### config.mk
export PLATFORM = sky130hd
export DESIGN_NAME = id_ex_stage_flat
export DESIGN_NICKNAME = d
export VERILOG_FILES = /design/src/rtl/core_pkg.sv /design/src/rtl/id_ex_stage_if.sv /design/src/rtl/operand_fwd_mux.sv /design/src/rtl/id_ex_stage.sv /design/src/flat_wrapper.sv
export SDC_FILE = /design/constraint.sdc
export NUM_CORES = 1
export LEC_CHECK = 0
export ABC_AREA = 1
export CAP_MARGIN = 10
export CORE_AREA = 4 4 125 127
export CTS_CLUSTER_DIAMETER = 40
export DETAILED_ROUTE_END_ITERATION = 6
export DIE_AREA = 0 0 129 131
export DONT_BUFFER_PORTS = 1
export GPL_TIMING_DRIVEN = 1
export SLEW_MARGIN = 20
export SYNTH_ARGS = -nofsm -noshare
export SYNTH_HDL_FRONTEND = slang
export SYNTH_SLANG_ARGS = --single-unit
export TNS_END_PERCENT = 5
### constraint.sdc
create_clock -name clk -period 3.2 [get_ports clk]
set_input_delay 0.64 -clock clk [delete_from_list [all_inputs] [get_ports clk]]
set_output_delay 0.64 -clock clk [all_outputs]
set_load 0.02 [all_outputs]
### src/rtl/core_pkg.sv
// Shared decode definitions for the ID/EX stage: opcode constants, the
// subtract funct7 encoding, the instruction-class enum and its decoder.
package core_pkg;

  localparam logic [6:0] OPC_OP     = 7'b0110011;
  localparam logic [6:0] OPC_OP_IMM = 7'b0010011;
  localparam logic [6:0] OPC_LUI    = 7'b0110111;
  localparam logic [6:0] OPC_AUIPC  = 7'b0010111;
  localparam logic [6:0] OPC_LOAD   = 7'b0000011;
  localparam logic [6:0] OPC_STORE  = 7'b0100011;
  localparam logic [6:0] OPC_BRANCH = 7'b1100011;
  localparam logic [6:0] OPC_JALR   = 7'b1100111;
  localparam logic [6:0] OPC_JAL    = 7'b1101111;

  localparam logic [6:0] FUNCT7_SUB = 7'b0100000;

  typedef enum logic [3:0] {
    ClsOp,
    ClsOpImm,
    ClsLui,
    ClsAuipc,
    ClsLoad,
    ClsStore,
    ClsBranch,
    ClsJalr,
    ClsJal,
    ClsOther
  } op_class_t;

  function automatic op_class_t decode_class(input logic [6:0] opcode);
    op_class_t cls;
    case (opcode)
      OPC_OP:     cls = ClsOp;
      OPC_OP_IMM: cls = ClsOpImm;
      OPC_LUI:    cls = ClsLui;
      OPC_AUIPC:  cls = ClsAuipc;
      OPC_LOAD:   cls = ClsLoad;
      OPC_STORE:  cls = ClsStore;
      OPC_BRANCH: cls = ClsBranch;
      OPC_JALR:   cls = ClsJalr;
      OPC_JAL:    cls = ClsJal;
      default:    cls = ClsOther;
    endcase
    return cls;
  endfunction

endpackage

### src/rtl/id_ex_stage_if.sv
// Decode-side and execute-side handshake bundle of the ID/EX stage.
//   master: upstream decode / downstream EX view (drives in_*, out_ready)
//   slave : the ID/EX stage itself (drives in_ready, out_valid, alu_*, out_rd)
interface id_ex_stage_if #(
  parameter int unsigned XLEN    = 32,
  parameter int unsigned RADDR_W = 5
);
  logic               in_valid;
  logic               in_ready;
  logic [6:0]         in_opcode;
  logic [2:0]         in_funct3;
  logic [6:0]         in_funct7;
  logic [RADDR_W-1:0] in_rs1_addr;
  logic [RADDR_W-1:0] in_rs2_addr;
  logic [RADDR_W-1:0] in_rd_addr;
  logic [XLEN-1:0]    in_rs1_data;
  logic [XLEN-1:0]    in_rs2_data;
  logic [XLEN-1:0]    in_pc;
  logic [XLEN-1:0]    in_imm;

  logic               out_valid;
  logic               out_ready;
  logic [XLEN-1:0]    alu_a;
  logic [XLEN-1:0]    alu_b;
  logic [2:0]         alu_funct3;
  logic [6:0]         alu_funct7;
  logic [RADDR_W-1:0] out_rd;
  logic               out_reg_write;

  modport master (
    output in_valid, in_opcode, in_funct3, in_funct7, in_rs1_addr, in_rs2_addr,
    output in_rd_addr, in_rs1_data, in_rs2_data, in_pc, in_imm, out_ready,
    input  in_ready, out_valid, alu_a, alu_b, alu_funct3, alu_funct7, out_rd,
    input  out_reg_write
  );

  modport slave (
    input  in_valid, in_opcode, in_funct3, in_funct7, in_rs1_addr, in_rs2_addr,
    input  in_rd_addr, in_rs1_data, in_rs2_data, in_pc, in_imm, out_ready,
    output in_ready, out_valid, alu_a, alu_b, alu_funct3, alu_funct7, out_rd,
    output out_reg_write
  );
endinterface

### src/rtl/operand_fwd_mux.sv
// Source select for one register operand: x0 reads zero, otherwise MEM result,
// then WB result, then register-file data.
// Macro ID_EX_FORWARD_EN: when undefined there is no bypass and the result is
// always the register-file value (the stage stalls on a pending write instead).
// Ports: rs_addr_i, rf_data_i, mem_/wb_ valid/rd/data inputs, data_o.
module operand_fwd_mux #(
  parameter int unsigned XLEN    = 32,
  parameter int unsigned RADDR_W = 5
) (
  input  logic [RADDR_W-1:0] rs_addr_i,
  input  logic [XLEN-1:0]    rf_data_i,
  input  logic               mem_valid_i,
  input  logic [RADDR_W-1:0] mem_rd_i,
  input  logic [XLEN-1:0]    mem_data_i,
  input  logic               wb_valid_i,
  input  logic [RADDR_W-1:0] wb_rd_i,
  input  logic [XLEN-1:0]    wb_data_i,
  output logic [XLEN-1:0]    data_o
);

`ifdef ID_EX_FORWARD_EN
  always_comb begin
    data_o = rf_data_i;
    if (rs_addr_i == '0) begin
      data_o = '0;
    end else if (mem_valid_i && (mem_rd_i == rs_addr_i)) begin
      data_o = mem_data_i;
    end else if (wb_valid_i && (wb_rd_i == rs_addr_i)) begin
      data_o = wb_data_i;
    end
  end
`else
  logic unused_fwd;
  assign unused_fwd = ^{mem_valid_i, mem_rd_i, mem_data_i, wb_valid_i, wb_rd_i, wb_data_i};

  always_comb begin
    data_o = rf_data_i;
    if (rs_addr_i == '0) begin
      data_o = '0;
    end
  end
`endif

endmodule

### src/rtl/id_ex_stage.sv
// ID/EX pipeline register: selects ALU operands by instruction class, forwards
// MEM/WB results, stalls on load-use hazards and registers a normalised
// funct3/funct7 pair. Single-entry buffer with valid/ready on both sides.
// Ports: clk, reset (sync, active-high), bus (decode in / EX out handshake),
//        flush, fwd_mem_*/fwd_wb_* bypass sources, ex_load_valid/ex_load_rd.
// Macro ID_EX_FORWARD_EN: defined enables bypassing; undefined turns any
// pending MEM/WB write to a used source into a stall.
module id_ex_stage
  import core_pkg::*;
#(
  parameter int unsigned XLEN    = 32,
  parameter int unsigned RADDR_W = 5
) (
  input  logic               clk,
  input  logic               reset,
  id_ex_stage_if.slave       bus,
  input  logic               flush,
  input  logic               fwd_mem_valid,
  input  logic [RADDR_W-1:0] fwd_mem_rd,
  input  logic [XLEN-1:0]    fwd_mem_data,
  input  logic               fwd_wb_valid,
  input  logic [RADDR_W-1:0] fwd_wb_rd,
  input  logic [XLEN-1:0]    fwd_wb_data,
  input  logic               ex_load_valid,
  input  logic [RADDR_W-1:0] ex_load_rd
);

  op_class_t          cls;
  logic               use_rs1, use_rs2, writes;
  logic [XLEN-1:0]    rs1_val, rs2_val;
  logic [XLEN-1:0]    alu_a_d, alu_b_d;
  logic [2:0]         funct3_d;
  logic [6:0]         funct7_d;
  logic               stall, load_use, fwd_stall, capture;

  logic               out_valid_q;
  logic [XLEN-1:0]    alu_a_q, alu_b_q;
  logic [2:0]         funct3_q;
  logic [6:0]         funct7_q;
  logic [RADDR_W-1:0] rd_q;
  logic               reg_write_q;

  operand_fwd_mux #(.XLEN(XLEN), .RADDR_W(RADDR_W)) u_rs1_mux (
    .rs_addr_i  (bus.in_rs1_addr),
    .rf_data_i  (bus.in_rs1_data),
    .mem_valid_i(fwd_mem_valid),
    .mem_rd_i   (fwd_mem_rd),
    .mem_data_i (fwd_mem_data),
    .wb_valid_i (fwd_wb_valid),
    .wb_rd_i    (fwd_wb_rd),
    .wb_data_i  (fwd_wb_data),
    .data_o     (rs1_val)
  );

  operand_fwd_mux #(.XLEN(XLEN), .RADDR_W(RADDR_W)) u_rs2_mux (
    .rs_addr_i  (bus.in_rs2_addr),
    .rf_data_i  (bus.in_rs2_data),
    .mem_valid_i(fwd_mem_valid),
    .mem_rd_i   (fwd_mem_rd),
    .mem_data_i (fwd_mem_data),
    .wb_valid_i (fwd_wb_valid),
    .wb_rd_i    (fwd_wb_rd),
    .wb_data_i  (fwd_wb_data),
    .data_o     (rs2_val)
  );

  always_comb begin
    cls      = decode_class(bus.in_opcode);
    use_rs1  = 1'b0;
    use_rs2  = 1'b0;
    writes   = 1'b0;
    alu_a_d  = '0;
    alu_b_d  = '0;
    funct3_d = 3'b000;
    funct7_d = 7'b0;
    unique case (cls)
      ClsOp: begin
        use_rs1  = 1'b1;
        use_rs2  = 1'b1;
        writes   = 1'b1;
        alu_a_d  = rs1_val;
        alu_b_d  = rs2_val;
        funct3_d = bus.in_funct3;
        funct7_d = bus.in_funct7;
      end
      ClsOpImm: begin
        use_rs1  = 1'b1;
        writes   = 1'b1;
        alu_a_d  = rs1_val;
        alu_b_d  = bus.in_imm;
        funct3_d = bus.in_funct3;
        // Only the right shifts carry an arithmetic/logical select in imm[11:5].
        if (bus.in_funct3 == 3'b101) funct7_d = bus.in_imm[11:5];
      end
      ClsLui: begin
        writes  = 1'b1;
        alu_b_d = bus.in_imm;
      end
      ClsAuipc: begin
        writes  = 1'b1;
        alu_a_d = bus.in_pc;
        alu_b_d = bus.in_imm;
      end
      ClsLoad, ClsJalr: begin
        use_rs1 = 1'b1;
        writes  = 1'b1;
        alu_a_d = rs1_val;
        alu_b_d = bus.in_imm;
      end
      ClsStore: begin
        use_rs1 = 1'b1;
        use_rs2 = 1'b1;
        alu_a_d = rs1_val;
        alu_b_d = bus.in_imm;
      end
      ClsBranch: begin
        use_rs1  = 1'b1;
        use_rs2  = 1'b1;
        alu_a_d  = rs1_val;
        alu_b_d  = rs2_val;
        funct7_d = FUNCT7_SUB;
      end
      ClsJal: begin
        writes = 1'b1;
      end
      default: begin
      end
    endcase
  end

  assign load_use = ex_load_valid && (ex_load_rd != '0) &&
                    ((use_rs1 && (ex_load_rd == bus.in_rs1_addr)) ||
                     (use_rs2 && (ex_load_rd == bus.in_rs2_addr)));

`ifdef ID_EX_FORWARD_EN
  assign fwd_stall = 1'b0;
`else
  logic rs1_busy, rs2_busy;
  assign rs1_busy = (bus.in_rs1_addr != '0) &&
                    ((fwd_mem_valid && (fwd_mem_rd == bus.in_rs1_addr)) ||
                     (fwd_wb_valid && (fwd_wb_rd == bus.in_rs1_addr)));
  assign rs2_busy = (bus.in_rs2_addr != '0) &&
                    ((fwd_mem_valid && (fwd_mem_rd == bus.in_rs2_addr)) ||
                     (fwd_wb_valid && (fwd_wb_rd == bus.in_rs2_addr)));
  assign fwd_stall = (use_rs1 && rs1_busy) || (use_rs2 && rs2_busy);
`endif

  assign stall        = load_use || fwd_stall;
  assign bus.in_ready = (!out_valid_q || bus.out_ready) && !stall && !flush;
  assign capture      = bus.in_valid && bus.in_ready;

  always_ff @(posedge clk) begin
    if (reset) begin
      out_valid_q <= 1'b0;
      alu_a_q     <= '0;
      alu_b_q     <= '0;
      funct3_q    <= '0;
      funct7_q    <= '0;
      rd_q        <= '0;
      reg_write_q <= 1'b0;
    end else if (flush) begin
      out_valid_q <= 1'b0;
    end else if (capture) begin
      out_valid_q <= 1'b1;
      alu_a_q     <= alu_a_d;
      alu_b_q     <= alu_b_d;
      funct3_q    <= funct3_d;
      funct7_q    <= funct7_d;
      rd_q        <= bus.in_rd_addr;
      reg_write_q <= writes && (bus.in_rd_addr != '0);
    end else if (bus.out_ready) begin
      out_valid_q <= 1'b0;
    end
  end

  assign bus.out_valid     = out_valid_q;
  assign bus.alu_a         = alu_a_q;
  assign bus.alu_b         = alu_b_q;
  assign bus.alu_funct3    = funct3_q;
  assign bus.alu_funct7    = funct7_q;
  assign bus.out_rd        = rd_q;
  assign bus.out_reg_write = reg_write_q;

endmodule

### src/flat_wrapper.sv
// flat-port wrapper written by rule: the top's interface ports become plain ports
module id_ex_stage_flat import core_pkg::*;
#(
  parameter int unsigned XLEN    = 32,
  parameter int unsigned RADDR_W = 5
)
  (clk, reset, flush, fwd_mem_valid, fwd_mem_rd, fwd_mem_data, fwd_wb_valid, fwd_wb_rd, fwd_wb_data, ex_load_valid, ex_load_rd, bus_in_valid, bus_in_opcode, bus_in_funct3, bus_in_funct7, bus_in_rs1_addr, bus_in_rs2_addr, bus_in_rd_addr, bus_in_rs1_data, bus_in_rs2_data, bus_in_pc, bus_in_imm, bus_out_ready, bus_in_ready, bus_out_valid, bus_alu_a, bus_alu_b, bus_alu_funct3, bus_alu_funct7, bus_out_rd, bus_out_reg_write);
  id_ex_stage_if #(.XLEN(XLEN), .RADDR_W(RADDR_W)) bus_i ();
  input  logic clk;
  input  logic reset;
  input  logic flush;
  input  logic fwd_mem_valid;
  input  logic [RADDR_W-1:0] fwd_mem_rd;
  input  logic [XLEN-1:0] fwd_mem_data;
  input  logic fwd_wb_valid;
  input  logic [RADDR_W-1:0] fwd_wb_rd;
  input  logic [XLEN-1:0] fwd_wb_data;
  input  logic ex_load_valid;
  input  logic [RADDR_W-1:0] ex_load_rd;
  input wire logic [$bits(bus_i.in_valid)-1:0] bus_in_valid;
  input wire logic [$bits(bus_i.in_opcode)-1:0] bus_in_opcode;
  input wire logic [$bits(bus_i.in_funct3)-1:0] bus_in_funct3;
  input wire logic [$bits(bus_i.in_funct7)-1:0] bus_in_funct7;
  input wire logic [$bits(bus_i.in_rs1_addr)-1:0] bus_in_rs1_addr;
  input wire logic [$bits(bus_i.in_rs2_addr)-1:0] bus_in_rs2_addr;
  input wire logic [$bits(bus_i.in_rd_addr)-1:0] bus_in_rd_addr;
  input wire logic [$bits(bus_i.in_rs1_data)-1:0] bus_in_rs1_data;
  input wire logic [$bits(bus_i.in_rs2_data)-1:0] bus_in_rs2_data;
  input wire logic [$bits(bus_i.in_pc)-1:0] bus_in_pc;
  input wire logic [$bits(bus_i.in_imm)-1:0] bus_in_imm;
  input wire logic [$bits(bus_i.out_ready)-1:0] bus_out_ready;
  output wire logic [$bits(bus_i.in_ready)-1:0] bus_in_ready;
  output wire logic [$bits(bus_i.out_valid)-1:0] bus_out_valid;
  output wire logic [$bits(bus_i.alu_a)-1:0] bus_alu_a;
  output wire logic [$bits(bus_i.alu_b)-1:0] bus_alu_b;
  output wire logic [$bits(bus_i.alu_funct3)-1:0] bus_alu_funct3;
  output wire logic [$bits(bus_i.alu_funct7)-1:0] bus_alu_funct7;
  output wire logic [$bits(bus_i.out_rd)-1:0] bus_out_rd;
  output wire logic [$bits(bus_i.out_reg_write)-1:0] bus_out_reg_write;
  assign bus_i.in_valid = bus_in_valid;
  assign bus_i.in_opcode = bus_in_opcode;
  assign bus_i.in_funct3 = bus_in_funct3;
  assign bus_i.in_funct7 = bus_in_funct7;
  assign bus_i.in_rs1_addr = bus_in_rs1_addr;
  assign bus_i.in_rs2_addr = bus_in_rs2_addr;
  assign bus_i.in_rd_addr = bus_in_rd_addr;
  assign bus_i.in_rs1_data = bus_in_rs1_data;
  assign bus_i.in_rs2_data = bus_in_rs2_data;
  assign bus_i.in_pc = bus_in_pc;
  assign bus_i.in_imm = bus_in_imm;
  assign bus_i.out_ready = bus_out_ready;
  assign bus_in_ready = bus_i.in_ready;
  assign bus_out_valid = bus_i.out_valid;
  assign bus_alu_a = bus_i.alu_a;
  assign bus_alu_b = bus_i.alu_b;
  assign bus_alu_funct3 = bus_i.alu_funct3;
  assign bus_alu_funct7 = bus_i.alu_funct7;
  assign bus_out_rd = bus_i.out_rd;
  assign bus_out_reg_write = bus_i.out_reg_write;
  id_ex_stage #(.XLEN(XLEN), .RADDR_W(RADDR_W)) u_core (.clk(clk), .reset(reset), .bus(bus_i), .flush(flush), .fwd_mem_valid(fwd_mem_valid), .fwd_mem_rd(fwd_mem_rd), .fwd_mem_data(fwd_mem_data), .fwd_wb_valid(fwd_wb_valid), .fwd_wb_rd(fwd_wb_rd), .fwd_wb_data(fwd_wb_data), .ex_load_valid(ex_load_valid), .ex_load_rd(ex_load_rd));
endmodule
### Word level (Yosys, flattened, before mapping)

Index checks and enable logic that the tools add are counted.
Widths: inputs -> output; s select.

* bits in registers: 81
* bits of input ports: 247
* logic and storage cells: 86

* reduce and logical (&&, ||, !) cells: 41
* bitwise logic cells: 1
* mux-type cells: 13
* eq/ne operators: 24

Operators with widths (number)
* $pmux 32 s2: 2
* $mux 32: 2
* $pmux 4 s9: 1
* $eq 5x5->1: 6
* $eq 7x6->1 const B: 3
* $eq 7x7->1 const B: 3
* $pmux 7 s3: 1
* $reduce_bool 5->1: 4
* $eq 4x3->1 const B: 4
* $logic_and 1x1->1: 16
* $eq 7x5->1 const B: 2
* $reduce_or 6->1: 2
* $logic_not 5->1: 2
* $eq 4x2->1 const B: 2
* $eq 7x2->1 const B: 1
* $mux 7: 1
* $reduce_or 7->1: 1
* $logic_or 1x1->1: 6
* $reduce_or 2->1: 3
* $mux 1: 5
* $eq 4x1->1 const B: 1
* $eq 4x4->1 const B: 1
* $logic_not 4->1: 1
* $eq 3x3->1 const B: 1
* 6 further kinds: 8

### Logic depth before layout (Yosys ltp)

* depth after elaboration: 14
* mapped depth: 15

### Modules after synthesis

From an unflattened synthesis, not the netlist that was laid out.

* cell total of the unflattened synthesis: 1015
* area total of the unflattened synthesis: 5820.6 um^2

Modules (own cells, without submodules)
* id_ex_stage: times used 1, area each 5205.0 um^2, cells an instance 873, sequential area each 1621.6 um^2
* operand_fwd_mux: times used 2, area each 307.8 um^2, cells an instance 71, sequential area each 0.0 um^2

### Least setup slack after synthesis

Ideal clock, no wire load.

* path type: in2out
* start: in bus_in_opcode[1]
* end: out bus_in_ready
* setup slack: 0.966 ns
* cell stages on the path: 9
* data arrival time: 1.594 ns
* data required time: 2.560 ns
* cells stage by stage: nand2_1 -> inv_2 -> nand3_4 -> nor2_4 -> nor2_1 -> nand3_2 -> nand2_2 -> nand3_2 -> inv_1

* cells in the longest elaborated chain, start to end: 12
* elaborated cells on any way between the ends: 31
* classes of those cells: eq/ne: 14; mux: 3; reduce/logical: 14

Ends and longest elaborated chain
* from (decl): line flat_wrapper.sv:21 `input wire logic [$bits(bus_i.in_opcode)-1:0] bus_in_opcode;`
* $eq 7x7->1, or another cell as far along: line core_pkg.sv:32 `case (opcode)`
* $pmux 4 s9 *: line core_pkg.sv:32
* $eq 4x3->1, or another cell as far along: line id_ex_stage.sv:76 `unique case (cls)`
* $reduce_or 6->1 (no line) / $reduce_or 3->1 (equally long branches)
* $mux 1: line id_ex_stage.sv:76
* $logic_and 1x1->1 (on tied branches): line id_ex_stage.sv:132, id_ex_stage.sv:133
* $logic_or 1x1->1: line id_ex_stage.sv:132 `((use_rs1 && (ex_load_rd == bus.in_rs1_addr)) ||`
* $logic_and 1x1->1: line id_ex_stage.sv:131 `assign load_use = ex_load_valid && (ex_load_rd != '0) &&`
* $logic_or 1x1->1 *: line id_ex_stage.sv:148 `assign stall = load_use || fwd_stall;`
* $logic_not 1->1 *: line id_ex_stage.sv:149 `assign bus.in_ready = (!out_valid_q || bus.out_ready) && !stall && !flush;`
* $logic_and 1x1->1 * (2 in series): line id_ex_stage.sv:149
* to (decl): line flat_wrapper.sv:32 `output wire logic [$bits(bus_i.in_ready)-1:0] bus_in_ready;`

Mark *: on every way between the ends. The rest lies on a longest branch, timed or not.

### Final worst setup path

Same ends and word-level chain as after synthesis.

==> impl_results.md <==
* Outcome: finished, final reports clean
* Placer Congestion at 0.9224
* Post-synthesis cell count at 942
* Worst flop-to-flop path startpoint: u_core.bus.out_valid
* Clk Tree Root Cell: clkbuf_16
* Number of port buffers at 0
* Fmax at 0.3974 GHz
* Hold Startpoint: flush
* Row cnt at 44
* Vias at 5490
* DRC viols at 0
* Reg clk slew, reported paths at 60 ps
* Routed wl met2 at 8606 µm
* Final ANT Viol Nets at 0
* Drt first pass iters at 4
* Core area at 14420 µm²
* Crit path DAT at 1880 ps
* Detailed placer's ending HPWL at 13320 µm
* WS Path Type: primary input to output port
* Leak at 0.003062 µW
* TritonCTS clock tree: yes
* Uppermost layer routed: met4
* Initial core utilization at 37.07%
* Crit path from: bus_in_opcode[1]
* Die width at 129 µm
* M1 WL at 7368 µm
* Worst skew pair latency at 340 ps
* Highest-count cells in the layout ignoring fill and taps: nand2_1 (254), nor2_1 (243), inv_1 (115)
* Unique masters post-synth at 28
* Fin crit share at 78.64%
* Clk_skew at 7.702 ps
* Total track usage at 20.32%
* Synth Net Count at 1189
* Avg Cell Area, Syn at 5.676 µm²
* Die H at 131 µm
* Setup TNS at 0 ps
* Post-synth top area cell: dfxtp_1
* Worst rel slew slack at 48.95%
* Fillers at 1630
* Cts repair resizes at 0
* Htree depth at 3
* Layout cells sized above 1 at 5.257%
* Initial antenna violation count at 0
* Clk buf depth at 2
* CP required at 2560 ps
* ANT cells at 0
* CTS Sinks at 81
* Worst slew pin tran at 765.8 ps
* Worst setup SP type: primary input
* PD cells at 474.2 nW/µm²
* Tmin final at 2517 ps
* Overflow after GRT at 0
* Synth area leaders: dfxtp_1 (30%), nand2_1 (18%), nor2_1 (17%), nand4_1 (8.2%), inv_1 (8.1%)
* Commonest non-fill, non-tap cell in the layout: nand2_1
* Max Slew Vio Count at 0
* Post-synthesis sequential area ratio at 30.33%
* P&R area growth vs syn at 7.957%
* Ys Warns at 0
* Worst setup margin at 683.4 ps
* Post-CTS setup buffer count at 0
* Max-cap violations at 0
* Global-route wire length before repair at 26720 µm
* Crit end category: output port
* Setup violators final at 0
* Nets at 1156
* Iter 0 DRT Violations at 272
* Die area at 16900 µm²
* Routed met3 length at 2175 µm
* Placement Setup Slack at 661.0 ps
* RSZ-0062 raised after global routing: false
* # IOs at 329
* Yosys reg bits at 81
* Cell Area, Synth at 5346 µm²
* Vias per std cell at 5.005
* Largest net degree at the start of global routing at 70
* Hold Fails Final Rpt at 0
* Hold_buf cts at 0
* Vias in the first global route at 4823
* Routed WL at 18290 µm
* Area share of the leading cell type in the synthesized netlist at 30.33%
* CP max FO at 10
* Final hold slack at 457.6 ps
* Min-Delay Path Class: primary input to flop
* CTS buffer count at 9
* VDD IR max at 0.2891 mV
* Wire per inst at 16.67 µm
[cell usage after synthesis, drive strengths merged]
cell    number
inv        122
xor2         6
nand3b       1
a32o         2
dfxtp       81
nor3         3
nand3       20
o21ai       12
nand4       71
xnor2        3
clkbuf      29
a21oi       58
buf         28
nand2      256
a31oi        1
nor2       249
[kinds of logic (layout without fill, tap and decap cells)]
kind of cell / count (synthesis) / after routing / share of synthesized area, %
AND/OR/NAND/NOR: 600 / 600 / 47.44
AO/OA/AOI/OAI: 73 / 73 / 7.114
XOR/XNOR: 9 / 9 / 1.474
buffers and inverters: 179 / 150 / 13.64
flip-flops: 81 / 81 / 30.33
[final cells by class]
class | instances | area [µm²] | share of cell area [%]
clock buffer | 10 | 229.0 | 3.967
inverter | 122 | 457.9 | 7.934
timing repair buffer | 13 | 122.6 | 2.124
tap | 184 | 230.2 | 3.989
multi-input combinational | 682 | 3007 | 52.09
clock inverter | 5 | 103.9 | 1.799
sequential | 81 | 1622 | 28.09
[per-stage QoR]
step	utilization (%)	instances	total power, µW	area (µm²)
4_1_cts	40.02	1097	2777	5772
3_3_place_gp	37.71	1082	1567	5439
6_report	40.02	1097	2737	5772
5_1_grt	40.02	1097	2869	5772
3_5_place_dp	37.71	1082	1571	5439
2_1_floorplan	-	942	1499	5346
[report_power, final]
group / total, µW / internal (µW) / switching (µW)
Combinational: 347 / 130 / 217
Sequential: 1200 / 1070 / 124
Clock: 1190 / 760 / 434
Total: 2740 / 1960 / 775
[final timing paths]
kind,endpoint,slack [ps],depth (start not counted)
max,bus_in_ready,680,9
min,u_core.bus.out_valid,460,3
max reg2reg,u_core.bus.alu_b[29],1380,6
min reg2reg,u_core.bus.alu_b[2],580,2
[worst max-delay path, stage by stage]
cell and delay (ps):
nand2_1 60, inv_2 90, nand3_4 130, nor2_4 300, nor2_4 70, o21ai_1 180, nand2_1 150, nand3_2 120
inv_1 130
[per-layer routing]
layer	vias up	track usage, %
met5	-	0
met4	0	3.768
met3	9	8.943
met2	220	34.30
met1	2414	24.24
li1	2847	-
[sequential cells by signal, indices dropped and copies added (netlist names)]
| register | count |
|---|---|
| u_core.bus.alu_b | 32 |
| u_core.bus.alu_funct7 | 7 |
| u_core.bus.out_rd | 5 |
| u_core.bus.alu_funct3 | 3 |
| u_core.bus.alu_a | 32 |
| u_core.bus.out_valid | 1 |
| u_core.bus.out_reg_write | 1 |
Note: power is estimated with default switching activity, not from simulation.
